==> config.mk <==
export PLATFORM = sky130hd
export DESIGN_NAME = debounced_step_control
export DESIGN_NICKNAME = d
export VERILOG_FILES = /design/src/rtl/debounced_step_control.sv
export SDC_FILE = /design/constraint.sdc
export NUM_CORES = 1
export LEC_CHECK = 0
export ABC_AREA = 1
export BUFFER_PORTS_ARGS = -buffer_cell sky130_fd_sc_hd__clkbuf_2
export CAP_MARGIN = 20
export CELL_PAD_IN_SITES_DETAIL_PLACEMENT = 0
export CELL_PAD_IN_SITES_GLOBAL_PLACEMENT = 2
export CORE_UTILIZATION = 37
export DETAILED_ROUTE_END_ITERATION = 8
export GPL_TIMING_DRIVEN = 0
export MAX_ROUTING_LAYER = met4
export PLACE_DENSITY_LB_ADDON = 0.1
export SYNTH_ARGS = -nofsm -noshare
export SYNTH_HDL_FRONTEND = slang
export SYNTH_SLANG_ARGS = --single-unit
==> constraint.sdc <==
create_clock -name Clk -period 6.14 [get_ports Clk]
set_input_delay 0.921 -clock Clk [delete_from_list [all_inputs] [get_ports Clk]]
set_output_delay 0.921 -clock Clk [all_outputs]
set_load 0.05 [all_outputs]
==> src/rtl/debounced_step_control.sv <==
// ============================================================================
// Module   : debounced_step_control
// Brief    : Push-button synchronizer/debouncer with STEP/RUN datapath enable.
//            Optional auto-repeat in STEP mode when STEP_REPEAT_EN is defined.
// Revision : 1.0  initial release
// ============================================================================
`default_nettype none

module debounced_step_control #(
    parameter int DEBOUNCE_CYCLES = 1000000,
    parameter int CNT_W           = 20,
    parameter int RUN_DIV         = 50000000,
    parameter int REPEAT_CYCLES   = 25000000
) (
    input  logic        Clk,
    input  logic        Reset,
    input  logic        BtnStep,
    input  logic        BtnMode,
    output logic        CpuEn,
    output logic        Mode,
    output logic [15:0] StepCount,
    output logic [1:0]  BtnLevel
);

    localparam logic [CNT_W-1:0] DB_LAST  = CNT_W'(DEBOUNCE_CYCLES - 1);
    localparam int               RUN_W    = (RUN_DIV > 1) ? $clog2(RUN_DIV) : 1;
    localparam logic [RUN_W-1:0] RUN_LAST = RUN_W'(RUN_DIV - 1);

    generate
        if (DEBOUNCE_CYCLES < 2 || RUN_DIV < 1 || REPEAT_CYCLES < 1 ||
            (DEBOUNCE_CYCLES - 1) >= (1 << CNT_W)) begin : g_param_check
            $error("debounced_step_control: illegal parameter combination");
        end
    endgenerate

    typedef enum logic [0:0] {
        ST_STEP = 1'b0,
        ST_RUN  = 1'b1
    } state_t;

    logic [1:0] raw;
    logic [1:0] level;
    logic [1:0] level_d;
    logic [1:0] press;

    assign raw = {BtnMode, BtnStep};

    // Bit 0 = step, bit 1 = mode; each gets its own synchronizer and debouncer.
    generate
        for (genvar i = 0; i < 2; i++) begin : g_btn
            logic             s1;
            logic             s2;
            logic             lvl;
            logic [CNT_W-1:0] cnt;

            always_ff @(posedge Clk) begin
                if (Reset) begin
                    s1  <= 1'b0;
                    s2  <= 1'b0;
                    lvl <= 1'b0;
                    cnt <= '0;
                end else begin
                    s1 <= raw[i];
                    s2 <= s1;
                    if (s2 == lvl) begin
                        cnt <= '0;
                    end else if (cnt == DB_LAST) begin
                        lvl <= s2;
                        cnt <= '0;
                    end else begin
                        cnt <= cnt + CNT_W'(1);
                    end
                end
            end

            assign level[i] = lvl;
        end
    endgenerate

    always_ff @(posedge Clk) begin
        if (Reset) begin
            level_d <= 2'b00;
        end else begin
            level_d <= level;
        end
    end

    assign press    = level & ~level_d;
    assign BtnLevel = level;

    state_t           state;
    state_t           state_next;
    logic             cpu_en_next;
    logic [RUN_W-1:0] run_cnt;
    logic [RUN_W-1:0] run_cnt_next;

`ifdef STEP_REPEAT_EN
    localparam int               REP_W    = (REPEAT_CYCLES > 1) ? $clog2(REPEAT_CYCLES) : 1;
    localparam logic [REP_W-1:0] REP_LAST = REP_W'(REPEAT_CYCLES - 1);

    logic [REP_W-1:0] rep_cnt;
    logic [REP_W-1:0] rep_cnt_next;
    logic             rep_arm;
    logic             rep_arm_next;
`endif

    always_ff @(posedge Clk) begin
        if (Reset) begin
            state     <= ST_STEP;
            CpuEn     <= 1'b0;
            run_cnt   <= '0;
            StepCount <= 16'h0000;
`ifdef STEP_REPEAT_EN
            rep_cnt   <= '0;
            rep_arm   <= 1'b0;
`endif
        end else begin
            state     <= state_next;
            CpuEn     <= cpu_en_next;
            run_cnt   <= run_cnt_next;
            StepCount <= StepCount + {15'd0, cpu_en_next};
`ifdef STEP_REPEAT_EN
            rep_cnt   <= rep_cnt_next;
            rep_arm   <= rep_arm_next;
`endif
        end
    end

    assign Mode = (state == ST_RUN);

    always_comb begin
        state_next   = state;
        cpu_en_next  = 1'b0;
        run_cnt_next = '0;
`ifdef STEP_REPEAT_EN
        rep_cnt_next = '0;
        rep_arm_next = 1'b0;
`endif
        case (state)
            ST_STEP: begin
                // A mode press wins over a coincident step press.
                if (press[1]) begin
                    state_next = ST_RUN;
                end else if (press[0]) begin
                    cpu_en_next = 1'b1;
`ifdef STEP_REPEAT_EN
                    rep_arm_next = 1'b1;
                end else if (rep_arm && level[0]) begin
                    rep_arm_next = 1'b1;
                    if (rep_cnt == REP_LAST) begin
                        cpu_en_next = 1'b1;
                    end else begin
                        rep_cnt_next = rep_cnt + REP_W'(1);
                    end
`endif
                end
            end
            ST_RUN: begin
                if (press[1]) begin
                    state_next = ST_STEP;
                end else if (run_cnt == RUN_LAST) begin
                    cpu_en_next = 1'b1;
                end else begin
                    run_cnt_next = run_cnt + RUN_W'(1);
                end
            end
            default: begin
                state_next = ST_STEP;
            end
        endcase
    end

endmodule

`default_nettype wire

==> results.md <==
* Outcome: complete, no violations
* Total vias in the final route at 4078
* Maximum vdd ir drop at 0.1706 mV
* Critical path type: flop to flop
* H-tree levels at 3
* Clock slew at the register clock pins of the worst setup and hold paths at 60 ps
* Final routed DRC violation total at 0
* Maximum fanout along the worst path at 4
* Root cell of the clock tree: clkbuf_16
* Worst rel slew slack at 69.05%
* Number of different library cells in the post-synthesis netlist at 30
* Top_reg_cell synth: dfxtp_1
* Final setup vio count at 0
* Async SR Flop Fraction at 0%
* First drt pass iteration count at 6
* Top library cells by usage in the layout, fill and taps aside: nand2_1 (178), nor2_1 (144), dfxtp_1 (92), inv_1 (81), nand3_1 (38)
* Cell family with the largest share of critical-path delay: simple AND/OR/NAND/NOR gates
* Crit path to: StepCount[10]
* Maximum count of clock buffers along a single path at 2
* Worst R2R Setup Slack at 3750 ps
* Worst clock skew at 3.864 ps
* Routability cong. at 0.8148
* Final HPWL DP at 7883 um
* Core region area at 12160 sq um
* Slowest cell on the critical path: dfxtp_1
* DR WL/cell at 11.46 um
* Multi-input logic area at 2441 sq um
* Worst reg2reg path depth at 16
* Critical path, cell by cell: ha_1 -> nand3_2 -> nor2_1 -> nand2_2 -> nand2_1 -> nand2_1 -> inv_1 -> ha_1 -> ha_1 -> nand2_1 -> inv_1 -> nand3_1 -> nor2_2 -> nand2_1 -> o21ai_0 -> nor2_1
* Cell count after placement at 884
* Std-Cell Rows at 40
* Synthesized flop and latch total at 92
* Count of mapped cells out of synthesis at 693
* Unrepaired setup endpoints after global routing: false
* Count of yosys warnings during synthesis at 0
* Maximum single-stage delay on the critical path at 380 ps
* Worst hold margin at 397.3 ps
* Share of total power in sequential cells at 50.2%
* Net load switching power at 238.9 uW
* Post-layout nets at 736
* Area of all sequential standard cells at 1842 sq um
* CTS tree: yes
* Layout-stage area growth over the synthesis result at 13.44%
* Cell count along the critical path at 16
* Net switching fraction of the power at 20.01%
* Post-layout instance count excluding filler cells at 898
* Total standard cell area after synthesis at 4691 sq um
* Number of enable-type register cells in the synthesized netlist at 0
* Global-route congestion overflow total at 0
* TNS Setup at 0 ps
* Int Power at 954.8 uW
* Max-slew violation count at 0
* Crit. Startpoint: run_cnt[0]
* Count of antenna-violating nets left after detailed routing at 0
* Maximum capacitance violations at 0
* Critical path data arrival time at 2630 ps
* Synthesized Nets at 702
* Post-route clock period utilization at 38.93%
* Hold crit path type: flop to flop
* Count of hold buffers inserted by post-cts repair at 0
* Leakage power summed over all cells at 0.001712 uW
* Antenna violations before repair at 0
* First-pass GRT wire length at 17600 um
* Die width at 114.6 um
* Full die area at 13130 sq um
* # fillers at 1308
* Final Util at 43.76%
* Wirelength, routed at 10290 um
* Via count of the first global-routing pass at 3728
* Clock group share of total power at 48.9%
* CTS sink cnt at 92
* Die Y at 114.6 um
* Slew at the pin closest to its max-slew limit at 464.3 ps
* N_diodes at 0
* Final-report hold violation count at 0
* CTS resizes at 0
* Drt via density at 4.541
* Proportion of synthesized chip area in sequential cells at 39.26%
* Num CTS Buffers at 9
* Syn_area_per_cell at 6.769 sq um
* Endpoint kind of the worst setup timing path: flop
* Pin count of the biggest net entering global routing at 15
* Top achievable clock speed at 0.4184 GHz
* Effective utilization at floorplan at 38.57%
* Clock period minus worst slack at 2390 ps
* Most common cell after layout, fill and taps aside: nand2_1
* Reg-to-reg critical path startpoint: run_cnt[0]
* Quantity of I/O buffers inserted on ports at 23
* Hold Crit Start: g_btn[1].s1
* Proportion of power drawn by combinational gates at 1.0%
* Critical path required time at 6380 ps
* Top-Level Pins at 24
* Proportion of layout cells with a drive suffix above 1 at 12.74%
* Nature of the critical path startpoint: flop
* Skew-Pair Late Insertion Delay at 340 ps
* Most common cell on crit path: nand2_1
* Bufs and invs on worst path at 2
* Post-CTS Setup Repair Bufs at 0
* Global-route usage over all layers at 17.65%
* Reg-to-reg critical path endpoint: StepCount[10]
* Power Dens Cells at 224.3 nW/um^2
* Detailed router's first-iteration violation count at 143
==> flip-flops by register name, indices dropped and copies added, names as in the netlist <==
| register | count |
|---|---|
| g_btn.cnt | 40 |
| run_cnt | 26 |
| StepCount | 16 |
| g_btn.lvl | 2 |
| g_btn.s1 | 2 |
| g_btn.s2 | 2 |
| level_d | 2 |
| CpuEn | 1 |
| Mode | 1 |
==> tightest hold or removal path, stage by stage (launching register included) <==
cell and delay (ps):
dfxtp_1 290, inv_1 40, nor2_1 30
==> logic make-up (layout without fill, tap and decap cells) <==
group | count (synthesis) | count (layout) | synth area share (%)
flops | 92 | 92 | 39.26
compound gates | 59 | 59 | 7.069
fa+ha+maj | 5 | 5 | 1.334
simple gates | 417 | 417 | 38.60
xor+xnor | 27 | 27 | 5.041
buf+inv | 93 | 130 | 8.695
==> stage by stage <==
| stage | area, sq um | power [uW] | worst slack, ps |
|---|---|---|---|
| floorplan | 4691 | 619.8 | 3977 |
| global placement | 5016 | 624.5 | 3725 |
| detailed placement | 5016 | 624.5 | 3728 |
| CTS | 5321 | 1215 | 3719 |
| global route | 5321 | 1236 | 3466 |
| finish | 5321 | 1194 | 3750 |
==> synthesized netlist by cell type, types with 2 or more instances <==
cell	instances	area, sq um
nand4_1	8	50.05
xnor2_1	11	96.34
a21oi_2	7	61.31
nand3_2	3	30.03
or2_2	2	12.51
nor2_4	7	78.83
o21ai_0	16	80.08
nand3_1	38	190.2
nor2_2	17	106.4
buf_12	2	40.04
nand2_2	8	50.05
o21bai_1	3	22.52
nor3_1	3	15.01
xor2_1	16	140.1
a21oi_1	32	160.2
buf_6	2	22.52
nor2_1	144	540.5
ha_1	5	62.56
buf_4	2	15.01
inv_2	2	7.510
inv_1	81	304.0
or2_0	4	25.02
dfxtp_1	92	1842
buf_2	3	15.01
nand3b_1	3	22.52
nand2_1	178	668.1
==> power by group through the flow <==
stage                     Clock (uW)  Combinational (uW)  Sequential [uW]
after floorplan                    0                7.46              612
after global placement             0                12.0              612
after detailed placement           0                12.0              612
after CTS                        604                12.1              599
after global routing             624                13.3              599
final                            583                11.6              599
==> worst min-delay path by stage <==
stage          cells after the start     endpoint
6_report                           2  g_btn[1].s2
5_1_grt                            2  g_btn[0].s2
4_1_cts                            2  g_btn[1].s2
3_5_place_dp                       2  g_btn[1].s2
3_3_place_gp                       2  g_btn[0].s2
2_1_floorplan                      2  g_btn[0].s2
==> layer usage <==
layer	track usage [%]	share of wire [%]	up-vias
met1	21.98	50	1811
met5	-	0	-
met2	28.08	45	49
met4	4.416	1.1	0
li1	-	-	2209
met3	5.082	3.5	9
==> area by class of cell <==
type / instances / area share (%)
Clock inverter: 4 / 1.434
Sequential cell: 92 / 34.61
Buffer: 10 / 1.810
Clock buffer: 10 / 4.303
Inverter: 83 / 5.855
Timing Repair Buffer: 23 / 2.163
Multi-Input combinational cell: 508 / 45.87
Tap cell: 168 / 3.950
No activity file was read; power rests on OpenSTA's default activity.
